File: src/rtl/vga_frame_decoder.sv
// vga_frame_decoder: receive-side monitor for a VGA stream.
// Recovers pixel coordinates from hsync/vsync timing, checks the line/frame
// timing, locks onto the frame and reports the top-left corner of the
// pixels that match the frog colour in the last completed frame.
// Ports:
//   clk, reset              pixel clock, asynchronous active-low reset
//   red/green/blue          3-bit colour components from the controller
//   hsync, vsync            sync inputs (SYNC_ACTIVE level = asserted)
//   locked                  timing locked
//   pixel_valid/x/y         registered sample is visible, and its coordinate
//   frog_found/x/y          frog result of the last completed frame
//   frame_done              one-cycle pulse per completed locked frame
//   err_count               saturating count of timing errors seen while locked
// Next-state logic works on the pins, so every output register is aligned
// with the sample held in the input register (one cycle from the pins).
module vga_frame_decoder #(
  parameter int unsigned H_ACTIVE    = 640,
  parameter int unsigned H_FP        = 16,
  parameter int unsigned H_SYNC      = 96,
  parameter int unsigned H_BP        = 48,
  parameter int unsigned V_ACTIVE    = 480,
  parameter int unsigned V_FP        = 10,
  parameter int unsigned V_SYNC      = 2,
  parameter int unsigned V_BP        = 33,
  parameter logic        SYNC_ACTIVE = 1'b0,
  parameter logic [8:0]  FROG_RGB    = 9'b000_111_000
) (
  input  logic       clk,
  input  logic       reset,
  input  logic [2:0] red,
  input  logic [2:0] green,
  input  logic [2:0] blue,
  input  logic       hsync,
  input  logic       vsync,
  output logic       locked,
  output logic       pixel_valid,
  output logic [9:0] pixel_x,
  output logic [9:0] pixel_y,
  output logic       frog_found,
  output logic [9:0] frog_x,
  output logic [9:0] frog_y,
  output logic       frame_done,
  output logic [7:0] err_count
);

  localparam int unsigned CW      = 10;
  localparam int unsigned H_TOTAL = H_ACTIVE + H_FP + H_SYNC + H_BP;
  localparam int unsigned V_TOTAL = V_ACTIVE + V_FP + V_SYNC + V_BP;

  localparam logic [CW-1:0] CNT_MAX  = '1;
  localparam logic [CW-1:0] H_LAST   = CW'(H_TOTAL - 1);
  localparam logic [CW-1:0] V_LAST   = CW'(V_TOTAL - 1);
  localparam logic [CW-1:0] H_SYNC_C = CW'(H_SYNC);
  localparam logic [CW-1:0] V_SYNC_C = CW'(V_SYNC);
  localparam logic [CW-1:0] H_START  = CW'(H_SYNC + H_BP);
  localparam logic [CW-1:0] H_END    = CW'(H_SYNC + H_BP + H_ACTIVE);
  localparam logic [CW-1:0] V_START  = CW'(V_SYNC + V_BP);
  localparam logic [CW-1:0] V_END    = CW'(V_SYNC + V_BP + V_ACTIVE);

  typedef enum logic [1:0] {
    SEARCH = 2'd0,
    ALIGN  = 2'd1,
    LOCKED = 2'd2
  } state_t;

  state_t        state_q, state_d;
  logic          flag_q, flag_d;
  logic          hs_q, vs_q;
  logic [CW-1:0] h_cnt_q, h_cnt_d;
  logic [CW-1:0] v_cnt_q, v_cnt_d;
  logic          locked_q;
  logic          pixel_valid_q, pixel_valid_d;
  logic [CW-1:0] pixel_x_q, pixel_x_d;
  logic [CW-1:0] pixel_y_q, pixel_y_d;
  logic [CW-1:0] min_x_q, min_x_d;
  logic [CW-1:0] min_y_q, min_y_d;
  logic          seen_q, seen_d;
  logic          frog_found_q, frog_found_d;
  logic [CW-1:0] frog_x_q, frog_x_d;
  logic [CW-1:0] frog_y_q, frog_y_d;
  logic          frame_done_q, frame_done_d;
  logic [7:0]    err_count_q, err_count_d;

  logic          hs_n, vs_n, hs_rise, vs_rise;
  logic          h_err, v_err, err;
  logic          window;
  logic [CW-1:0] cur_x, cur_y;
  logic          rgb_match;

  // Sync decode; edges compare the incoming sample against the registered one.
  assign hs_n    = (hsync == SYNC_ACTIVE);
  assign vs_n    = (vsync == SYNC_ACTIVE);
  assign hs_rise = hs_n & ~hs_q;
  assign vs_rise = vs_n & ~vs_q;

  // Counters and timing checks for the incoming sample.
  always_comb begin
    h_cnt_d = h_cnt_q;
    v_cnt_d = v_cnt_q;
    h_err   = 1'b0;
    v_err   = 1'b0;

    if (hs_rise) begin
      h_cnt_d = '0;
    end else if (h_cnt_q != CNT_MAX) begin
      h_cnt_d = h_cnt_q + CW'(1);
    end

    // vsync edge wins when both edges land on the same sample
    if (vs_rise) begin
      v_cnt_d = '0;
    end else if (hs_rise && (v_cnt_q != CNT_MAX)) begin
      v_cnt_d = v_cnt_q + CW'(1);
    end

    if (hs_rise) begin
      h_err = (h_cnt_q != H_LAST);
    end else begin
      h_err = (hs_n != (h_cnt_d < H_SYNC_C));
    end

    if (vs_rise && (v_cnt_q != V_LAST)) begin
      v_err = 1'b1;
    end
    if (hs_rise && (vs_n != (v_cnt_d < V_SYNC_C))) begin
      v_err = 1'b1;
    end

    err = (state_q != SEARCH) && (h_err || v_err);
  end

  // Lock FSM: one clean frame in ALIGN is required before LOCKED.
  always_comb begin
    state_d = state_q;
    flag_d  = flag_q;
    case (state_q)
      SEARCH: begin
        if (vs_rise) begin
          state_d = ALIGN;
          flag_d  = 1'b0;
        end
      end
      ALIGN: begin
        if (vs_rise) begin
          if (!flag_q && !err) begin
            state_d = LOCKED;
          end
          flag_d = 1'b0;
        end else if (err) begin
          flag_d = 1'b1;
        end
      end
      LOCKED: begin
        if (err) begin
          state_d = SEARCH;
        end
      end
      default: begin
        state_d = SEARCH;
        flag_d  = 1'b0;
      end
    endcase
  end

  // Visible window, coordinates and frog tracking.
  always_comb begin
    window    = (h_cnt_d >= H_START) && (h_cnt_d < H_END) &&
                (v_cnt_d >= V_START) && (v_cnt_d < V_END);
    cur_x     = h_cnt_d - H_START;
    cur_y     = v_cnt_d - V_START;
    rgb_match = ({red, green, blue} == FROG_RGB);

    pixel_valid_d = window && (state_d == LOCKED);
    pixel_x_d     = pixel_x_q;
    pixel_y_d     = pixel_y_q;
    min_x_d       = min_x_q;
    min_y_d       = min_y_q;
    seen_d        = seen_q;
    frog_found_d  = frog_found_q;
    frog_x_d      = frog_x_q;
    frog_y_d      = frog_y_q;
    frame_done_d  = 1'b0;
    err_count_d   = err_count_q;

    if (pixel_valid_d) begin
      pixel_x_d = cur_x;
      pixel_y_d = cur_y;
    end

    if (vs_rise) begin
      min_x_d = CNT_MAX;
      min_y_d = CNT_MAX;
      seen_d  = 1'b0;
    end else if (pixel_valid_d && rgb_match) begin
      if (cur_x < min_x_q) min_x_d = cur_x;
      if (cur_y < min_y_q) min_y_d = cur_y;
      seen_d = 1'b1;
    end

    // Publish the frame that just ended; seen_q already covers its last pixel.
    if (vs_rise && (state_q == LOCKED) && !err) begin
      frog_found_d = seen_q;
      frame_done_d = 1'b1;
      if (seen_q) begin
        frog_x_d = min_x_q;
        frog_y_d = min_y_q;
      end
    end

    if ((state_q == LOCKED) && (state_d != LOCKED)) begin
      frog_found_d = 1'b0;
    end

    if ((state_q == LOCKED) && err && (err_count_q != 8'hFF)) begin
      err_count_d = err_count_q + 8'd1;
    end
  end

  // State and output registers.
  always_ff @(posedge clk or negedge reset) begin
    if (!reset) begin
      state_q       <= SEARCH;
      flag_q        <= 1'b0;
      hs_q          <= 1'b0;
      vs_q          <= 1'b0;
      h_cnt_q       <= '0;
      v_cnt_q       <= '0;
      locked_q      <= 1'b0;
      pixel_valid_q <= 1'b0;
      pixel_x_q     <= '0;
      pixel_y_q     <= '0;
      min_x_q       <= '0;
      min_y_q       <= '0;
      seen_q        <= 1'b0;
      frog_found_q  <= 1'b0;
      frog_x_q      <= '0;
      frog_y_q      <= '0;
      frame_done_q  <= 1'b0;
      err_count_q   <= '0;
    end else begin
      state_q       <= state_d;
      flag_q        <= flag_d;
      hs_q          <= hs_n;
      vs_q          <= vs_n;
      h_cnt_q       <= h_cnt_d;
      v_cnt_q       <= v_cnt_d;
      locked_q      <= (state_d == LOCKED);
      pixel_valid_q <= pixel_valid_d;
      pixel_x_q     <= pixel_x_d;
      pixel_y_q     <= pixel_y_d;
      min_x_q       <= min_x_d;
      min_y_q       <= min_y_d;
      seen_q        <= seen_d;
      frog_found_q  <= frog_found_d;
      frog_x_q      <= frog_x_d;
      frog_y_q      <= frog_y_d;
      frame_done_q  <= frame_done_d;
      err_count_q   <= err_count_d;
    end
  end

  assign locked      = locked_q;
  assign pixel_valid = pixel_valid_q;
  assign pixel_x     = pixel_x_q;
  assign pixel_y     = pixel_y_q;
  assign frog_found  = frog_found_q;
  assign frog_x      = frog_x_q;
  assign frog_y      = frog_y_q;
  assign frame_done  = frame_done_q;
  assign err_count   = err_count_q;

endmodule

File: config.mk
export PLATFORM = sky130hd
export DESIGN_NAME = vga_frame_decoder
export DESIGN_NICKNAME = d
export VERILOG_FILES = /design/src/rtl/vga_frame_decoder.sv
export SDC_FILE = /design/constraint.sdc
export NUM_CORES = 1
export LEC_CHECK = 0
export BUFFER_PORTS_ARGS = -buffer_cell sky130_fd_sc_hd__buf_2
export CAP_MARGIN = 15
export CORE_ASPECT_RATIO = 1.75
export CORE_MARGIN = 4
export CORE_UTILIZATION = 59
export CTS_BUF_LIST = sky130_fd_sc_hd__clkbuf_16
export DETAILED_ROUTE_END_ITERATION = 7
export PLACE_DENSITY = 0.81
export SETUP_SLACK_MARGIN = 0.4
export SLEW_MARGIN = 15
export SYNTH_ARGS = -nofsm -noshare
export SYNTH_HDL_FRONTEND = slang
export SYNTH_SLANG_ARGS = --single-unit
File: constraint.sdc
create_clock -name clk -period 5.3 [get_ports clk]
set_input_delay 1.59 -clock clk [delete_from_list [all_inputs] [get_ports clk]]
set_output_delay 1.59 -clock clk [all_outputs]
set_load 0.01 [all_outputs]
### After elaboration in Yosys (flattened, before gate mapping)

Index checks and enable logic that the tools add are counted.

* word-level logic and storage cells: 107
* bits in registers: 98
* output and inout bits: 52
* bits of input ports: 13

* muxes and demuxes: 27
* eq/ne operators: 14
* reductions and logical operators: 28
* add/subtract/negate cells: 5
* $lt $le $gt $ge: 8
* bitwise operators: 7

Operators by type and width (number)
* $mux W10: 10
* $ne A10 B10 Y1 const B: 4
* $add A10 B1 Y10 const B: 2
* $lt A10 B10 Y1: 2
* $lt A10 B10 Y1 const B: 2
* $logic_and A1 B1 Y1: 15
* $mux W1: 11
* $ge A10 B6 Y1 const B: 1
* $ge A10 B8 Y1 const B: 1
* $lt A10 B2 Y1 const B: 1
* $lt A10 B7 Y1 const B: 1
* $reduce_bool A2 Y1: 5
* $sub A10 B6 Y10 const B: 1
* $sub A10 B8 Y10 const B: 1
* $eq A9 B6 Y1 const B: 1
* $add A8 B1 Y8 const B: 1
* $mux W2: 4
* $ne A8 B8 Y1 const B: 1
* $pmux W2 S3: 1
* $reduce_and A2 Y1: 3
* $not A1 Y1: 5
* $eq A2 B2 Y1 const B: 2
* $ne A2 B2 Y1 const B: 2
* $ne A3 B3 Y1 const B: 1
* 8 further kinds: 11

### Depth between registers and ports, before layout

* depth after elaboration: 21
* gate-level depth with buffers: 18
* gate-level depth less buffers: 17

### Worst setup path after synthesis

No wires, ideal clock.

* path kind: input to register
* from: input port hsync
* to: register min_y_q[7]
* path slack: 238 ps
* required time: 5175 ps
* data arrival time: 4937 ps
* stages on the path: 18
* buffers on the path: 2
* cell sequence: or2_2 > clkbuf_1 > a31oi_1 > xnor2_1 > nor2_1 > ha_1 > nor3_1 > xor2_1 > ha_1 > a21oi_1 > nor2b_1 > o31a_1 > o21ai_0 > a31oi_1 > nor4_1 > nand4b_1 > buf_4 > mux2_2

* elaborated cells between the ends (all ways): 39

RTL lines
* from (decl): RTL line 33 `input logic hsync,`
* $not A1 Y1: RTL line 91 `assign hs_n = (hsync == SYNC_ACTIVE);`
* $and A1 B1 Y1: RTL line 93 `assign hs_rise = hs_n & ~hs_q;`
* $logic_and A1 B1 Y1: RTL line 112 `end else if (hs_rise && (v_cnt_q != CNT_MAX)) begin`
* $mux W10: RTL line 112
* $mux W10: RTL line 110 `if (vs_rise) begin`
* via v_cnt_d[0]: RTL line 70 `logic [CW-1:0] v_cnt_q, v_cnt_d;`
* $sub A10 B6 Y10: RTL line 170 `cur_y = v_cnt_d - V_START;`
* via cur_y[4]: RTL line 87 `logic [CW-1:0] cur_x, cur_y;`
* $lt A10 B10 Y1: RTL line 196 `if (cur_y < min_y_q) min_y_d = cur_y;`
* $reduce_bool A2 Y1 (no source line)
* $reduce_and A2 Y1 (no source line)
* to (signal assigned): RTL line 252 `min_y_q <= min_y_d;`
* to (decl): RTL line 76 `logic [CW-1:0] min_y_q, min_y_d;`

The timed path passes the listed nets, and every way through them passes these cells. The select of a mux whose other input is x is not followed.
A chain may end at the register's enable or synchronous reset.

### Final worst setup path

* from: input port hsync
* to: register min_x_q[9]

* elaborated cells between the ends (all ways): 39

RTL lines
* $not A1 Y1: RTL line 91
* $and A1 B1 Y1: RTL line 93
* $mux W10: RTL line 103 `if (hs_rise) begin`
* $sub A10 B8 Y10: RTL line 169 `cur_x = h_cnt_d - H_START;`
* via cur_x[8]: RTL line 87
* $lt A10 B10 Y1: RTL line 195 `if (cur_x < min_x_q) min_x_d = cur_x;`
* $reduce_bool A2 Y1 (no source line)
* $reduce_and A2 Y1 (no source line)
* to (signal assigned): RTL line 251 `min_x_q <= min_x_d;`
* to (decl): RTL line 75 `logic [CW-1:0] min_x_q, min_x_d;`

The timed path passes the listed nets, and every way through them passes these cells. The select of a mux whose other input is x is not followed.

==> impl.org <==
** Timing
- Based on the critical path, the design can be clocked at up to 206 MHz.
- Max-Slew Margin vs Limit :: between 40% and 50%
- Final count of negative-setup-slack endpoints :: 0
- Setup repair after global routing left no endpoint under its margin.
- In the finished design, the share of the clock period the worst path needs comes to 91.6%.
- Setup WS post-layout :: 0.447 ns
- The number of failing hold endpoints at the final stage is 0.
- The total count of max-transition violations in the final report came to 0.
- Worst clock skew :: 0.00813 ns
- For the pin with the worst max-slew slack, the measured transition is between 0.8 and 0.9 ns.
- Setup TNS :: 0 ns
- For the finished layout, the period the worst path requires is 4.85 ns.

** Critical path
- Critical-path maximum fanout :: 10
- RR Endpoint :: min_x_q[9]
- Required @ worst endpoint :: between 5 and 6 ns
- Setup slack on the worst reg-to-reg path comes out at approximately 0.76 ns.
- The worst setup path is captured at a register.
- The signal on the critical path passes through buf_4, or2_4, buf_8, o211ai_1, ha_2, o31ai_1, nand2_1, xor2_1, nand2_1, ha_1, a2111o_1, a221o_1, a21oi_1, nand4b_1, or4_1, o31a_1.
- R2R cell count :: 16
- Critical Path End :: min_x_q[9]
- Startpoint class of the critical path :: input port
- Worst endpoint data arrival time :: 5.09 ns
- Launch instance of the worst register-to-register path :: h_cnt_q[0]
- By startpoint and endpoint, the worst setup path is classified as in -> reg.
- Tracing the worst setup path back leads to its startpoint at hsync.
- For this design, the slowest cell found on the critical path is or4_1.
- For this run, the slowest stage of the critical path takes about 0.49 ns.
- Cell mode on critical path :: nand2_1

** Synth
- Synthesized net count :: 556
- The mapped netlist covers about 0.0055 sq mm.
- Warnings, synthesis :: 0
- For this run, the register share of the synthesized area comes to 44.2%.
- After synthesis, the share of flip-flops with an asynchronous set or reset is 100%.
- The netlist uses 76 different library cells.
- Average size of a mapped cell :: 10.7 sq um
- After technology mapping, the gate count stands at about 520.
- Leading register cell type out of synthesis :: dfrtp_1
- The synthesized design contains 98 register bits.
- Number of enable-type register cells in the synthesized netlist :: 0

** Layout
- Fraction of the core area covered by cells at the end of the flow :: around 70%
- Most frequent cells in the layout :: 98 x dfrtp_1, 62 x buf_2, 42 x nor2_1, 35 x inv_1, 31 x nand2_1
- Diode count :: 0
- Post-layout net count :: approximately 640
- From synthesis to final layout, the design area changed by 18.9%.
- Most frequent standard cell in the layout excluding fill and tap cells :: dfrtp_1
- In the final layout, the share of cells above drive strength 1 is approximately 31%.

** Die
- The core region is 0.00915 sq mm.
- The die is 136 microns tall.
- The initial utilization of the core area, before any placement, comes to about three fifths.
- Chip Width :: roughly 81 microns
- Full die area :: between 0.01 and 0.015 sq mm
- The initialized floorplan defines 46 standard-cell rows.
- Number of I/O pins :: 65

** Global routing
- Global-route wire length before repair :: 22.8 mm
- met2 is the most crowded layer.
- Pin count of the biggest net entering global routing :: 67
- Via count of the first global-routing pass :: 4,690
- Global routing used 28.9% of the available met1 tracks.
- Initial antenna violation count :: 0
- In the global route stage, overall resource usage came out at 26.7%.
- Met3 track utilization from global routing :: under 10%
- Global route total overflow :: 0
- Global-route met2 utilization :: 48.8%

** CTS
- Hold-fix buffers at CTS :: 0
- TritonCTS clock tree :: done
- In this run the deepest clock path goes through 2 buffers.
- Source-to-sink clock delay at the later pin of the worst-skew pair :: between 0.3 and 0.4 ns
- Number of levels in the clock H-tree :: 3
- Number of CTS-inserted buffers :: 9
- Clock-pin slew was measured on the worst setup and hold paths at roughly 0.07 ns.
- In this run the clock root is driven by a clkbuf_16.
- The tree built by TritonCTS fans out to 98 sinks.

** Placement
- Post-detail-place hpwl :: 10.4 mm
- Input/output buffers :: 64
- OpenSTA, run right after detailed placement, puts the worst setup slack at about 0.044 ns.
- The congestion estimate from routability-driven global placement came to 0.954.

** Route
- Drt initial violations :: 327
- After detailed routing, the number of remaining DRC violations is 0.
- Dividing the detail-routed wire length by the instance count gives ~20 microns.
- Drt pass-1 iters :: 4
- Summing over every cut layer, the via total after detailed routing is 4,451.
- Using the TritonRoute via totals, the vias-per-cell ratio works out to a little over 6.
- Wire length after detailed routing :: about 14 mm
- The detail route stage leaves a number of antenna-violating nets equal to 0.

** Run status
- The flow ran to the end, and the final reports show no timing, DRC or antenna violations.

** Power and ir drop
- IR drop worst, VDD :: approximately 0.27 mV
- Summed over all cells, the static leakage comes to between 3 and 4 nW.
- Overall power of the completed layout :: 1.71 mW
- For this design the ratio of total power to cell area is 259 mW/mm^2.

** Flow run
- The tool flagged a number of max-cap violations equal to 0.

** Min path
- Worst min-delay path class :: reg -> reg
==> what timing repair did <==
action | CTS | global route
endpoints found under the setup margin | 3 | 20
pin swaps | 0 | 21
resized for setup | 1 | 31
setup buffers | 0 | 11
==> cells in the mapped netlist, drive strengths merged, types with 3 or more instances <==
cell / number / area (sq um)
inv: 35 / 131
nor3b: 3 / 27.5
or3: 5 / 41.3
or4: 3 / 22.5
a21oi: 14 / 70.1
ha: 25 / 313
mux2i: 20 / 200
a21o: 4 / 30.0
nand2b: 5 / 31.3
buf: 15 / 114
nor2: 46 / 180
xor2: 6 / 52.6
nor4: 4 / 25.0
and2: 5 / 31.3
a41oi: 4 / 42.6
xnor2: 15 / 131
nand4b: 3 / 26.3
o211ai: 3 / 22.5
a211oi: 6 / 65.1
clkbuf: 7 / 26.3
nand3: 10 / 55.1
or2: 3 / 18.8
dfrtp: 98 / 2450
a311oi: 3 / 38.8
o21ai: 23 / 123
and4b: 3 / 30.0
nand4: 14 / 93.8
o31ai: 3 / 22.5
mux2: 39 / 488
a31oi: 9 / 62.6
and4: 4 / 35.0
nand2: 31 / 116
and3: 5 / 31.3
nor3: 12 / 71.3
==> area by class of cell <==
type | instances | area [sq um]
clock inverters | 7 | 57.6
fillers | 631 | 2550
clock buffers | 9 | 225
multi-input cells | 363 | 2990
flip-flops and latches | 98 | 2450
well taps | 120 | 150
inverters | 35 | 131
repair buffers | 96 | 593
==> worst max-delay path: cells and delay by family <==
family | cells | cell delay, ns
fa+ha+maj | 2 | 0.58
buf+inv | 2 | 0.28
compound gates | 6 | 1.19
xor+xnor | 1 | 0.19
simple gates | 5 | 1.26
==> sequential cells by signal (all words and copies together), names as in the netlist, 2 cells and up <==
signal / count
frog_y: 10
state_q: 2
frog_x: 10
err_count: 8
v_cnt_q: 10
pixel_x: 10
min_x_q: 10
h_cnt_q: 10
pixel_y: 10
min_y_q: 10
==> how the worst min path moves through the flow <==
stage               depth (start not counted)          to  startpoint  slack, ns
floorplan                                   2      seen_q      seen_q       0.45
global placement                            1  frog_found  frog_found       0.46
detailed placement                          1  frog_found  frog_found       0.47
CTS                                         1  frog_found  frog_found       0.48
global route                                1   frog_x[8]   frog_x[8]       0.51
finish                                      1  frog_found  frog_found       0.48
==> routing by layer <==
layer / vias up / wire length [microns] / part of all wire (%)
li1: 2041 / - / -
met1: 2232 / 5160 / 36
met2: 132 / 8000 / 56
met3: 46 / 531 / 3.7
met4: 0 / 600 / 4.2
met5: - / 0 / 0
==> cells by family (layout without fill, tap and decap cells) <==
logic type / Yosys count / in the layout / synth area share, %
xor+xnor: 21 / 21 / 3.32
buf+inv: 57 / 147 / 4.89
flops: 98 / 98 / 44.2
fa+ha+maj: 25 / 25 / 5.64
simple gates: 165 / 165 / 16.7
mux: 59 / 59 / 12.4
compound gates: 93 / 93 / 12.9
==> power breakdown <==
part	leakage (nW)	internal (mW)	total [mW]	switching, mW
logic	2.01	0.110	0.265	0.155
registers	1.24	0.771	0.813	0.0417
clock network	0.137	0.327	0.633	0.306
==> stage by stage <==
stage                     hold WS, ns  instance area [sq um]  cells
after floorplan                 0.448                   5560    518
after global placement          0.457                   6060    701
after detailed placement        0.467                   6060    701
after CTS                       0.483                   6350    717
after global routing            0.508                   6600    728
final                           0.478                   6600    728
(Power assumes the default switching activity.)
